**src/rtl/spi_target_pkg.sv**
```systemverilog
`default_nettype none
// ============================================================================
// Module      : spi_target_pkg
// Description : Shared types and constants for the SPI target bus bridge.
// Revision    : 1.0 - initial release
// ============================================================================
package spi_target_pkg;

    // Frame decoder states
    typedef enum logic [2:0] {
        ST_IDLE    = 3'd0,
        ST_CMD     = 3'd1,
        ST_ADDR    = 3'd2,
        ST_WR_DATA = 3'd3,
        ST_RD_DATA = 3'd4,
        ST_IGNORE  = 3'd5
    } state_t;

    // Default command bytes
    localparam logic [7:0] c_cmd_write_default = 8'h02;
    localparam logic [7:0] c_cmd_read_default  = 8'h03;

    // Default bus geometry: address bytes carried in each frame
    localparam int c_addr_width_default = 16;
    localparam int ADDR_BYTES           = c_addr_width_default / 8;

endpackage : spi_target_pkg
`default_nettype wire

```
**src/rtl/spi_target_sync.sv**
```systemverilog
`default_nettype none
// ============================================================================
// Module      : spi_target_sync
// Description : Multi-stage synchroniser with registered rise/fall pulses.
//               Pulses are suppressed until the pipeline holds only samples
//               taken after reset, so a pin already active at reset release
//               never produces a spurious edge.
// Revision    : 1.0 - initial release
// ============================================================================
module spi_target_sync #(
    parameter int   SYNC_STAGES = 2,
    parameter logic IDLE_LEVEL  = 1'b0
) (
    input  logic clk,
    input  logic rst,
    input  logic i_pin,
    output logic o_level,
    output logic o_rise,
    output logic o_fall
);

    logic [SYNC_STAGES-1:0] r_chain;
    logic [SYNC_STAGES:0]   r_warm;
    logic                   r_level;
    logic                   r_rise;
    logic                   r_fall;

    // Synchronise the pin and emit edge pulses one stage after the chain
    always_ff @(posedge clk) begin
        if (rst) begin
            r_chain <= {SYNC_STAGES{IDLE_LEVEL}};
            r_warm  <= '0;
            r_level <= IDLE_LEVEL;
            r_rise  <= 1'b0;
            r_fall  <= 1'b0;
        end else begin
            r_chain <= {r_chain[SYNC_STAGES-2:0], i_pin};
            r_warm  <= {r_warm[SYNC_STAGES-1:0], 1'b1};
            r_level <= r_chain[SYNC_STAGES-1];
            r_rise  <= r_warm[SYNC_STAGES] &  r_chain[SYNC_STAGES-1] & ~r_level;
            r_fall  <= r_warm[SYNC_STAGES] & ~r_chain[SYNC_STAGES-1] &  r_level;
        end
    end

    assign o_level = r_level;
    assign o_rise  = r_rise;
    assign o_fall  = r_fall;

endmodule : spi_target_sync
`default_nettype wire

```
**src/rtl/spi_target_bridge.sv**
```systemverilog
`default_nettype none
// ============================================================================
// Module      : spi_target_bridge
// Description : SPI mode-0 target giving an external initiator read/write
//               access to the 6502 system bus. Frame = command, address
//               (high byte first), then auto-incrementing data bytes.
// Revision    : 1.0 - initial release
// ============================================================================
module spi_target_bridge
    import spi_target_pkg::*;
#(
    parameter int         ADDR_WIDTH  = ADDR_BYTES * 8,
    parameter logic [7:0] CMD_WRITE   = c_cmd_write_default,
    parameter logic [7:0] CMD_READ    = c_cmd_read_default,
    parameter int         SYNC_STAGES = 2
) (
    input  logic                  clk_i,
    input  logic                  reset_i,
    input  logic                  spi_sclk_i,
    input  logic                  spi_mosi_i,
    input  logic                  spi_cs_ni,
    output logic                  spi_miso_o,
    output logic [ADDR_WIDTH-1:0] bus_addr_o,
    output logic [7:0]            bus_wdata_o,
    output logic                  bus_we_o,
    output logic                  bus_re_o,
    input  logic [7:0]            bus_rdata_i,
    output logic                  busy_o,
    output logic                  frame_done_o
);

    localparam int c_addr_bytes = ADDR_WIDTH / 8;

    logic w_sclk_s, w_sclk_rise, w_sclk_fall;
    logic w_mosi_s, w_mosi_rise, w_mosi_fall;
    logic w_cs_s, w_cs_rise, w_cs_fall;
    logic w_unused_sync;

    state_t                r_state;
    state_t                w_next_state;
    logic [2:0]            r_bit_cnt;
    logic [6:0]            r_shift;
    logic [7:0]            r_byte_cnt;
    logic [ADDR_WIDTH-1:0] r_addr_acc;
    logic                  r_is_read;
    logic                  r_data_seen;
    logic [ADDR_WIDTH-1:0] r_bus_addr;
    logic [7:0]            r_wdata;
    logic                  r_we;
    logic                  r_re;
    logic                  r_re_pend;
    logic                  r_re_d;
    logic                  r_inc_pend;
    logic [7:0]            r_tx;
    logic                  r_miso;
    logic                  r_done;

    logic [7:0]            w_byte;
    logic                  w_in_frame;
    logic                  w_byte_done;
    logic                  w_addr_last;
    logic [ADDR_WIDTH-1:0] w_addr_next;

    spi_target_sync #(.SYNC_STAGES(SYNC_STAGES), .IDLE_LEVEL(1'b0)) u_sync_sclk (
        .clk(clk_i), .rst(reset_i), .i_pin(spi_sclk_i),
        .o_level(w_sclk_s), .o_rise(w_sclk_rise), .o_fall(w_sclk_fall)
    );

    spi_target_sync #(.SYNC_STAGES(SYNC_STAGES), .IDLE_LEVEL(1'b0)) u_sync_mosi (
        .clk(clk_i), .rst(reset_i), .i_pin(spi_mosi_i),
        .o_level(w_mosi_s), .o_rise(w_mosi_rise), .o_fall(w_mosi_fall)
    );

    spi_target_sync #(.SYNC_STAGES(SYNC_STAGES), .IDLE_LEVEL(1'b1)) u_sync_cs (
        .clk(clk_i), .rst(reset_i), .i_pin(spi_cs_ni),
        .o_level(w_cs_s), .o_rise(w_cs_rise), .o_fall(w_cs_fall)
    );

    assign w_unused_sync = ^{w_sclk_s, w_mosi_rise, w_mosi_fall};

    // MOSI is aligned with the rise pulse, so the completed byte is formed here
    assign w_byte      = {r_shift, w_mosi_s};
    assign w_in_frame  = (r_state == ST_CMD) || (r_state == ST_ADDR) ||
                         (r_state == ST_WR_DATA) || (r_state == ST_RD_DATA);
    assign w_byte_done = w_sclk_rise && w_in_frame && (r_bit_cnt == 3'd7);
    assign w_addr_last = (r_byte_cnt == 8'(c_addr_bytes - 1));
    assign w_addr_next = ADDR_WIDTH'({r_addr_acc, w_byte});

    // State register
    always_ff @(posedge clk_i) begin
        if (reset_i) r_state <= ST_IDLE;
        else         r_state <= w_next_state;
    end

    // Next-state decode; CS release wins from any state
    always_comb begin
        w_next_state = r_state;
        if (w_cs_rise) begin
            w_next_state = ST_IDLE;
        end else begin
            case (r_state)
                ST_IDLE: if (w_cs_fall) w_next_state = ST_CMD;
                ST_CMD:
                    if (w_byte_done)
                        w_next_state = (w_byte == CMD_WRITE || w_byte == CMD_READ) ? ST_ADDR : ST_IGNORE;
                ST_ADDR:
                    if (w_byte_done && w_addr_last)
                        w_next_state = r_is_read ? ST_RD_DATA : ST_WR_DATA;
                default: w_next_state = r_state;
            endcase
        end
    end

    // Shifting, address assembly, bus strobes and read prefetch pipeline
    always_ff @(posedge clk_i) begin
        if (reset_i) begin
            r_bit_cnt   <= '0;
            r_shift     <= '0;
            r_byte_cnt  <= '0;
            r_addr_acc  <= '0;
            r_is_read   <= 1'b0;
            r_data_seen <= 1'b0;
            r_bus_addr  <= '0;
            r_wdata     <= '0;
            r_we        <= 1'b0;
            r_re        <= 1'b0;
            r_re_pend   <= 1'b0;
            r_re_d      <= 1'b0;
            r_inc_pend  <= 1'b0;
            r_tx        <= '0;
            r_miso      <= 1'b0;
            r_done      <= 1'b0;
        end else begin
            r_we       <= 1'b0;
            r_re       <= r_re_pend;
            r_re_pend  <= 1'b0;
            r_inc_pend <= 1'b0;
            r_done     <= 1'b0;
            r_re_d     <= r_re;
            if (r_inc_pend) r_bus_addr <= r_bus_addr + ADDR_WIDTH'(1);

            if (w_cs_fall && r_state == ST_IDLE) begin
                r_bit_cnt   <= '0;
                r_shift     <= '0;
                r_byte_cnt  <= '0;
                r_data_seen <= 1'b0;
                r_miso      <= 1'b0;
            end

            if (w_cs_rise) begin
                r_done <= r_data_seen && (r_state != ST_IGNORE);
            end else begin
                if (w_sclk_rise && w_in_frame) begin
                    r_shift   <= w_byte[6:0];
                    r_bit_cnt <= r_bit_cnt + 3'd1;
                end
                if (w_sclk_fall && r_state == ST_RD_DATA) begin
                    r_miso <= r_tx[7];
                    r_tx   <= {r_tx[6:0], 1'b0};
                end
                if (w_byte_done) begin
                    case (r_state)
                        ST_CMD: r_is_read <= (w_byte == CMD_READ);
                        ST_ADDR: begin
                            r_addr_acc <= w_addr_next;
                            r_byte_cnt <= r_byte_cnt + 8'd1;
                            if (w_addr_last) begin
                                r_bus_addr <= w_addr_next;
                                r_re       <= r_is_read;
                            end
                        end
                        ST_WR_DATA: begin
                            r_wdata     <= w_byte;
                            r_we        <= 1'b1;
                            r_inc_pend  <= 1'b1;
                            r_data_seen <= 1'b1;
                        end
                        ST_RD_DATA: begin
                            r_bus_addr  <= r_bus_addr + ADDR_WIDTH'(1);
                            r_re_pend   <= 1'b1;
                            r_data_seen <= 1'b1;
                        end
                        default: ;
                    endcase
                end
            end

            // Read data returns one cycle after the strobe; it always lands
            // before the next SCLK falling edge given the clock ratio
            if (r_re_d) r_tx <= bus_rdata_i;
        end
    end

    assign spi_miso_o   = r_miso && (r_state == ST_RD_DATA);
    assign bus_addr_o   = r_bus_addr;
    assign bus_wdata_o  = r_wdata;
    assign bus_we_o     = r_we;
    assign bus_re_o     = r_re;
    assign busy_o       = ~w_cs_s;
    assign frame_done_o = r_done;

endmodule : spi_target_bridge
`default_nettype wire

```
**config.mk**
```make
export PLATFORM = sky130hd
export DESIGN_NAME = spi_target_bridge
export DESIGN_NICKNAME = d
export VERILOG_FILES = /design/src/rtl/spi_target_pkg.sv /design/src/rtl/spi_target_sync.sv /design/src/rtl/spi_target_bridge.sv
export SDC_FILE = /design/constraint.sdc
export NUM_CORES = 1
export LEC_CHECK = 0
export BUFFER_PORTS_ARGS = -buffer_cell sky130_fd_sc_hd__buf_2
export CORE_MARGIN = 3
export CORE_UTILIZATION = 50
export CTS_CLUSTER_DIAMETER = 200
export DETAILED_ROUTE_END_ITERATION = 8
export PLACE_DENSITY = 0.69
export RECOVER_POWER = 50
export SLEW_MARGIN = 40
export SYNTH_ARGS = -nofsm -noshare
export SYNTH_HDL_FRONTEND = slang
export SYNTH_HIERARCHICAL = 1
export SYNTH_SLANG_ARGS = --single-unit
```
**constraint.sdc**
```tcl
create_clock -name clk_i -period 3.5 [get_ports clk_i]
set_clock_uncertainty 0.05 [all_clocks]
set_input_delay 0.525 -clock clk_i [delete_from_list [all_inputs] [get_ports clk_i]]
set_output_delay 0.525 -clock clk_i [all_outputs]
set_load 0.1 [all_outputs]
```
# After elaboration in Yosys (flattened, before gate mapping)
# Cells that the tools add are included.
word_totals:
  register_bits: 88
  out_inout_bits: 29
  elab_cells: 122
op_classes:
  n_addsub: 3
  eq_ne: 13
  mux: 39
  n_bitwise: 14
  n_reduce_logical: 23
ops:
  columns: ["cell", "count"]
  rows:
  - ["$mux 16", 4]
  - ["$mux 8", 7]
  - ["$pmux 16 s2", 1]
  - ["$mux 3", 8]
  - ["$mux 7", 3]
  - ["$add 16x1->16 const B", 1]
  - ["$eq 8x2->1 const B", 2]
  - ["$mux 1", 15]
  - ["$pmux 3 s3", 1]
  - ["$reduce_and 3->1", 3]
  - ["$add 8x1->8 const B", 1]
  - ["$and 1x1->1", 8]
  - ["$eq 8x1->1 const B", 1]
  - ["$logic_and 1x1->1", 7]
  - ["$eq 3x2->1 const B", 2]
  - ["$eq 3x3->1 const B", 2]
  - ["$not 1->1", 6]
  - ["$reduce_or 2->1", 3]
  - ["$logic_or 1x1->1", 4]
  - ["$ne 2x1->1 const B", 2]
  - ["$ne 2x2->1 const B", 2]
  - ["$reduce_and 4->1", 1]
  - ["$add 3x1->3 const B", 1]
  - ["$eq 3x1->1 const B", 1]
  - ["6 further kinds", 6]

# Depth between registers and ports, before layout
# Gate-level depths: netlist of the first run.
logic_depth:
  ltp_word: 9
  depth_mapped: 8
  depth_no_buf: 7

# Cells and area by module
# The synthesis of the first run kept the hierarchy.
modules_own_cells:
  columns: ["module", "n_inst", "cells_each", "area_per_inst_um2"]
  rows:
  - ["spi_target_bridge", 1, 447, 3667.3]
  - ["spi_target_sync (u_sync_mosi ...)", 2, 16, 232.7]
  - ["spi_target_sync (u_sync_cs)", 1, 16, 225.2]

# Least setup slack after synthesis of the first run
# No wires, ideal clock.
synth_path:
  path_kind: "register to register"
  start: "register r_bus_addr[0] (netlist: bus_addr_o[0])"
  end: "register r_bus_addr[12] (netlist: bus_addr_o[12])"
  setup_time_ns: 0.092
  t_arrival_ns: 2.398
  t_required_ns: 3.358
  slack_ns: 0.959
  stages_incl_launch_ff: 8
  path_buffers: 1
  period_less_slack_ns: 2.541
  cell_sequence: "dfxtp_1 > ha_1 > and3_1 > clkbuf_1 > and4_1 > a31oi_1 > a22o_1 > o32ai_1"
synth_between:
  elab_chain_cells: 6
synth_rtl:
  columns: ["item", "line", "rtl"]
  rows:
  - ["start, declared", "spi_target_bridge.sv:47", "logic [ADDR_WIDTH-1:0] r_bus_addr;"]
  - ["start signal, assigned", "spi_target_bridge.sv:140", "if (r_inc_pend) r_bus_addr <= r_bus_addr + ADDR_WIDTH'(1);"]
  - ["start signal, assigned", "spi_target_bridge.sv:168", "r_bus_addr <= w_addr_next;"]
  - ["start signal, assigned", "spi_target_bridge.sv:179", "r_bus_addr <= r_bus_addr + ADDR_WIDTH'(1);"]
  - ["$add 16x1->16 *", "spi_target_bridge.sv:140, spi_target_bridge.sv:179", null]
  - ["$mux 16", "spi_target_bridge.sv:140", null]
  - ["$mux 16", "spi_target_bridge.sv:167", "if (w_addr_last) begin"]
  - ["$pmux 16 s2", "spi_target_bridge.sv:162", "case (r_state)"]
  - ["$mux 16", "spi_target_bridge.sv:161", "if (w_byte_done) begin"]
  - ["$mux 16 *", "spi_target_bridge.sv:150", "if (w_cs_rise) begin"]
# Every way passes the cells marked *; elsewhere a longest branch is shown, timed or not.
# A chain may end at the register's enable or synchronous reset.

# Worst setup path in the final report of the first run
layout_path:
  start: "register r_bit_cnt[0]"
  end: "register r_bus_addr[13] (netlist: bus_addr_o[13])"
layout_between:
  elab_chain_cells: 4
layout_rtl:
  columns: ["item", "line", "rtl"]
  rows:
  - ["start, declared", "spi_target_bridge.sv:41", "logic [2:0] r_bit_cnt;"]
  - ["start signal, assigned", "spi_target_bridge.sv:155", "r_bit_cnt <= r_bit_cnt + 3'd1;"]
  - ["$eq 3x3->1", "spi_target_bridge.sv:85", "assign w_byte_done = w_sclk_rise && w_in_frame && (r_bit_cnt == 3'd7);"]
  - ["$logic_and 1x1->1", "spi_target_bridge.sv:85", null]
  - ["$mux 16", "spi_target_bridge.sv:161", null]
  - ["$mux 16", "spi_target_bridge.sv:150", null]
# Every way passes these cells.

==> results of run 1 <==
sequential cells by signal, indices dropped and copies added (netlist names), 3 cells and up:
| signal | flops |
|---|---|
| r_shift | 7 |
| u_sync_cs/r_warm | 3 |
| bus_addr_o | 16 |
| r_state | 3 |
| r_addr_acc | 8 |
| r_bit_cnt | 3 |
| r_tx | 8 |
| u_sync_sclk/r_warm | 3 |
| bus_wdata_o | 8 |
| r_byte_cnt | 8 |
final cells by class:
| class | instances | area [sq um] |
|---|---|---|
| clock buffers | 10 | 128 |
| repair buffers | 45 | 194 |
| fillers | 765 | 3360 |
| multi-input cells | 358 | 2300 |
| inverters | 13 | 48.8 |
| clock inverters | 6 | 51.3 |
| well taps | 102 | 128 |
| flip-flops and latches | 88 | 1760 |
power by group through the flow:
| stage | sequential, W | combinational (W) | clock [W] |
|---|---|---|---|
| 2_1_floorplan | 0.00103 | 0.0000272 | 0 |
| 5_1_grt | 0.00101 | 0.0000468 | 0.000713 |
| 6_report | 0.00101 | 0.0000429 | 0.000651 |
| 4_1_cts | 0.00101 | 0.0000435 | 0.000665 |
| 3_3_place_gp | 0.00103 | 0.0000429 | 0 |
| 3_5_place_dp | 0.00103 | 0.0000433 | 0 |
metrics by stage:
step                      hold WS, ps  cell area, sq um  instances  worst slack (ps)  power (W)
after detailed placement          349              4470        606               829    0.00108
final                             300              4610        622               737    0.00171
after global routing              289              4610        622               505    0.00177
after global placement            341              4470        606              1010    0.00108
after CTS                         293              4650        622               785    0.00172
after floorplan                   339              4210        485               959    0.00106
worst reg2reg max path, stage by stage, from the launching register on:
cell	delay [ps]
dfxtp_1	360
ha_1	160
ha_1	270
nand3b_1	390
o31ai_4	610
a41oi_1	210
a2111oi_0	500
o21a_1	170
worst max path at each step:
| stage | slack [ps] | cells after the start | to |
|---|---|---|---|
| 2_1_floorplan | 960 | 7 | bus_addr_o[12] |
| 3_3_place_gp | 1010 | 7 | bus_addr_o[13] |
| 3_5_place_dp | 830 | 7 | bus_addr_o[13] |
| 4_1_cts | 780 | 7 | bus_addr_o[13] |
| 5_1_grt | 500 | 6 | r_byte_cnt[6] |
| 6_report | 740 | 7 | bus_addr_o[13] |
metal layers:
layer,part of all wire,routed length (um),global-route usage,up-vias
met1,0.46,4790,0.314,1756
met2,0.45,4670,0.335,147
li1,-,-,-,1836
met4,0.022,225,0.0714,0
met3,0.073,768,0.0343,24
met5,0,0,0,-
==> key figures, run 1 <==
Status
  – Outcome: completed

Drt
  – DRT iter0 DRCs: 339
  – Via Count: 3763
  – Routed vias/inst: 6.05
  – Drt drc: 0
  – Final wirelength: 10500 um
  – DRT antenna net count: 0
  – WL/cell: 16.8 um
  – DRT Pass-1 Iters: 5

Global routing
  – Initial antenna violation count: 0
  – First-pass GRT wire length: 17400 um
  – Gr usage total: 0.218
  – Vias in the first global route: 3429
  – Largest net degree at the start of global routing: 74
  – Global-route congestion overflow total: 0

Timing
  – RSZ-0062 raised after global routing: false
  – Fin Setup TNS: 0 ps
  – Fin crit share: 0.789
  – Final Hold Viols: 0
  – Fmax: 362 MHz
  – Final setup fails: 0
  – Pins Over Slew Limit: 0
  – Period minus WS final: 2760 ps
  – Worst-Margin Slew: 1330 ps
  – Max_slew headroom: 0.111

Worst setup path
  – Setup CP Type: register to register
  – CP delay by family, top: compound AO/OA/AOI/OAI gates
  – FF-to-FF Start: r_bit_cnt[0]
  – CP Capture Type: register
  – Critical Path Max Stage Delay: 610 ps
  – Crit path cell chain: ha_1 -> ha_1 -> nand3b_1 -> o31ai_4 -> a41oi_1 -> a2111oi_0 -> o21a_1
  – CP max-delay cell: o31ai_4
  – Worst Reg-to-Reg Cells: 7
  – Worst EP arrival: 3010 ps
  – Critical Path Source: r_bit_cnt[0]
  – Critical Path Fanout Max: 11
  – Required time worst endpoint: 3750 ps
  – Reg2reg end: bus_addr_o[13]
  – R2R Setup Slk: 740 ps
  – Worst Path Buf+Inv: 0
  – Setup crit start kind: register
  – CP dominant cell by count: ha_1

Finish
  – Area delta synth->final: 9.48%
  – Share of cells above drive strength 1: 0.112
  – Final nets: 533
  – Post-layout util: 0.579
  – Most frequent cells in the layout: dfxtp_1, nor2_1, a21oi_1, nand2_1, clkbuf_1
  – Commonest non-fill, non-tap cell in the layout: dfxtp_1
  – Ant. Diodes: 0

Clocking
  – Root buffer cell: clkbuf_8
  – Worst-path clk slew: 90 ps
  – H-tree levels: 3
  – TritonCTS clock tree: built
  – # hold bufs at CTS: 0
  – CTS max path bufs: 2
  – TritonCTS buffer count: 9
  – Clock latency on the worst-skew pair: 360 ps
  – Post-CTS Resized: 0
  – Post-CTS Setup Bufs: 0
  – Clk sink count: 88

Power and ir drop
  – Sw Share: 0.244
  – Share of power burned in registers: 0.593
  – IR drop worst, VDD: 0.000281 V
  – Comb pwr share: 0.025
  – Static leakage: 1.65 nW
  – Pwr Density: 370 mW/mm^2
  – Clk pwr share: 0.382
  – Internal power: 0.00129 W
  – Switching pwr: 0.000415 W

Placed design
  – DP HPWL: 7290 um
  – Placer congestion estimate: 0.968
  – PortBufs: 41

Floorplanning
  – Rows: 32
  – Core Area: 0.00797 sq mm
  – Chip width: 97.8 um
  – Top-Level Pins: 42
  – Initial core utilization: 0.529
  – Die Ht: 97.8 um
  – Die area: 0.00956 sq mm

Synthesis
  – Synth warn: 6
  – Mapped Nets: 503
  – Syn avg cell area: 8.68 sq um
  – Cell count after synthesis: 485
  – Synthesized cell area: 0.00421 sq mm

Hold path
  – Hold Path Class: input pin to register
  – Hold path endpoint: u_sync_cs/r_chain[0]
  – HP Start: spi_cs_ni
  – Hold depth: 2

Flow run
  – Max cap viols: 0
(Power assumes the default switching activity.)
==> run 2: changes to the inputs <==
PLACE_DENSITY = 0.72   (was 0.69)
clock period = 2.52 ns   (was 3.5 ns; I/O delays follow)
==> run 2 against run 1 <==
Clock power increased by 58%. Register-to-register slack got worse by 520 ps. Design area increased by 4.0%. Critical path depth decreased by 3. Sequential power increased by 39%. Core utilization increased by 2.3 points. Critical path type is now input pin to register. Critical endpoint is now u_sync_cs/o_rise. Highest routed layer unchanged.
==> key figures, run 2 (synthesized netlist as in run 1, its figures left out) <==
Finish
  – Max FFs per register: 16
  – Commonest non-fill, non-tap cell in the layout: dfxtp_1
  – Ant. Diodes: 0
  – Final nets: 552
  – Number of fill cells: 744
  – Share of cells above drive strength 1: 0.148
  – Most frequent cells in the layout: dfxtp_1, nor2_1, a21oi_1, nand2_1, clkbuf_1
  – Area delta synth->final: 13.8%
  – Final Non-Filler Cells: 641

Worst setup path
  – Critical Path Max Stage Delay: 860 ps
  – CP Capture Type: register
  – CP max-delay cell: clkbuf_1
  – Worst Path Buf+Inv: 3
  – R2R Setup Slk: 220 ps
  – Critical Path Fanout Max: 42
  – Reg2reg end: bus_addr_o[2]
  – CP delay by family, top: buffers and inverters
  – Crit path cell chain: clkbuf_1 -> clkbuf_1 -> clkbuf_4 -> and4bb_2
  – Setup CP Type: input pin to register
  – FF-to-FF Start: r_bit_cnt[0]
  – Worst Reg-to-Reg Cells: 7
  – Setup crit start kind: input pin
  – CP dominant cell by count: clkbuf_1
  – Worst EP arrival: 2520 ps
  – Required time worst endpoint: 2710 ps

Floorplanning
  – Die Ht: 97.8 um
  – Core Area: 0.00797 sq mm
  – Initial core utilization: 0.529
  – Top-Level Pins: 42
  – Rows: 32
  – Die area: 0.00956 sq mm
  – Chip width: 97.8 um

Clocking
  – CTS max path bufs: 2
  – Clock latency on the worst-skew pair: 350 ps
  – Clk sink count: 88
  – TritonCTS clock tree: built
  – Post-CTS Setup Bufs: 0
  – H-tree levels: 3
  – Worst-path clk slew: 80 ps
  – TritonCTS buffer count: 9
  – # hold bufs at CTS: 0
  – Root buffer cell: clkbuf_8
  – Post-CTS Resized: 0

Power and ir drop
  – Static leakage: 1.78 nW
  – Pwr Density: 520 mW/mm^2
  – IR drop worst, VDD: 0.000367 V

Placed design
  – DP HPWL: 7640 um
  – Placed Cells incl. Taps: 625
  – Placer congestion estimate: 0.916
  – PortBufs: 41

Timing
  – Period minus WS final: 2330 ps
  – Final setup fails: 0
  – Fin Setup TNS: 0 ps
  – Worst-Margin Slew: 1200 ps
  – RSZ-0062 raised after global routing: false
  – Fmax: 429 MHz
  – Fin crit share: 0.924
  – Max_slew headroom: 0.205
  – Pins Over Slew Limit: 0
  – Final Hold Viols: 0

Global routing
  – Vias in the first global route: 3672
  – Largest net degree at the start of global routing: 43
  – Initial antenna violation count: 0
  – First-pass GRT wire length: 17800 um
  – Gr usage total: 0.223
  – Global-route congestion overflow total: 0

Drt
  – WL/cell: 16.5 um
  – DRT antenna net count: 0
  – DRT Pass-1 Iters: 5
  – Metal-1 WL: 4890 um
  – Uppermost routed layer: met4
  – Met3 wire length: 714 um
  – Via Count: 3795
  – Routed vias/inst: 5.92
  – Routed wl met2: 4720 um
  – Drt drc: 0
  – Final wirelength: 10600 um
  – DRT iter0 DRCs: 254

Hold path
  – HP Start: spi_cs_ni
  – Hold Path Class: input pin to register
  – Hold path endpoint: u_sync_cs/r_chain[0]
  – Hold depth: 2

Flow run
  – Max cap viols: 0

Status
  – Outcome: completed
run 2: per-layer routing:
layer,vias up,track usage
met2,117,0.338
met4,0,0.0788
met3,23,0.0586
met5,-,0
met1,1788,0.308
li1,1867,-
run 2: stage by stage:
stage / cell area [sq um] / hold slack (ps) / util / power, W / setup slack (ps)
floorplan: 4210 / 339 / - / 0.00147 / 12.6
global placement: 4620 / 350 / 0.579 / 0.00150 / 270
detailed placement: 4620 / 360 / 0.579 / 0.00150 / 161
CTS: 4830 / 153 / 0.606 / 0.00252 / 156
global route: 4790 / 157 / 0.602 / 0.00259 / 9.07
finish: 4790 / 162 / 0.602 / 0.00249 / 191
run 2: final cells by class:
class / instances / area, sq um / area share
Multi-Input combinational cell: 358 / 2310 / 0.481
Sequential cell: 88 / 1760 / 0.368
Timing Repair Buffer: 64 / 334 / 0.0697
Clock buffer: 11 / 151 / 0.0316
Tap cell: 102 / 128 / 0.0266
Clock inverter: 5 / 62.6 / 0.0131
Inverter: 13 / 48.8 / 0.0102
run 2: worst max-delay path by stage:
stage / cells after the start / startpoint / endpoint / slack [ps]
floorplan: 7 / bus_addr_o[1] / bus_addr_o[12] / 10
global placement: 7 / r_bit_cnt[0] / bus_addr_o[13] / 270
detailed placement: 7 / r_bit_cnt[0] / bus_addr_o[2] / 160
CTS: 7 / r_bit_cnt[0] / bus_addr_o[2] / 160
global route: 7 / r_bit_cnt[0] / bus_addr_o[13] / 9
finish: 4 / reset_i / u_sync_cs/o_rise / 190
run 2: power breakdown:
part | switching, W | internal [W]
registers | 0.00000458 | 0.00140
logic | 0.0000385 | 0.0000213
clock network | 0.000508 | 0.000521
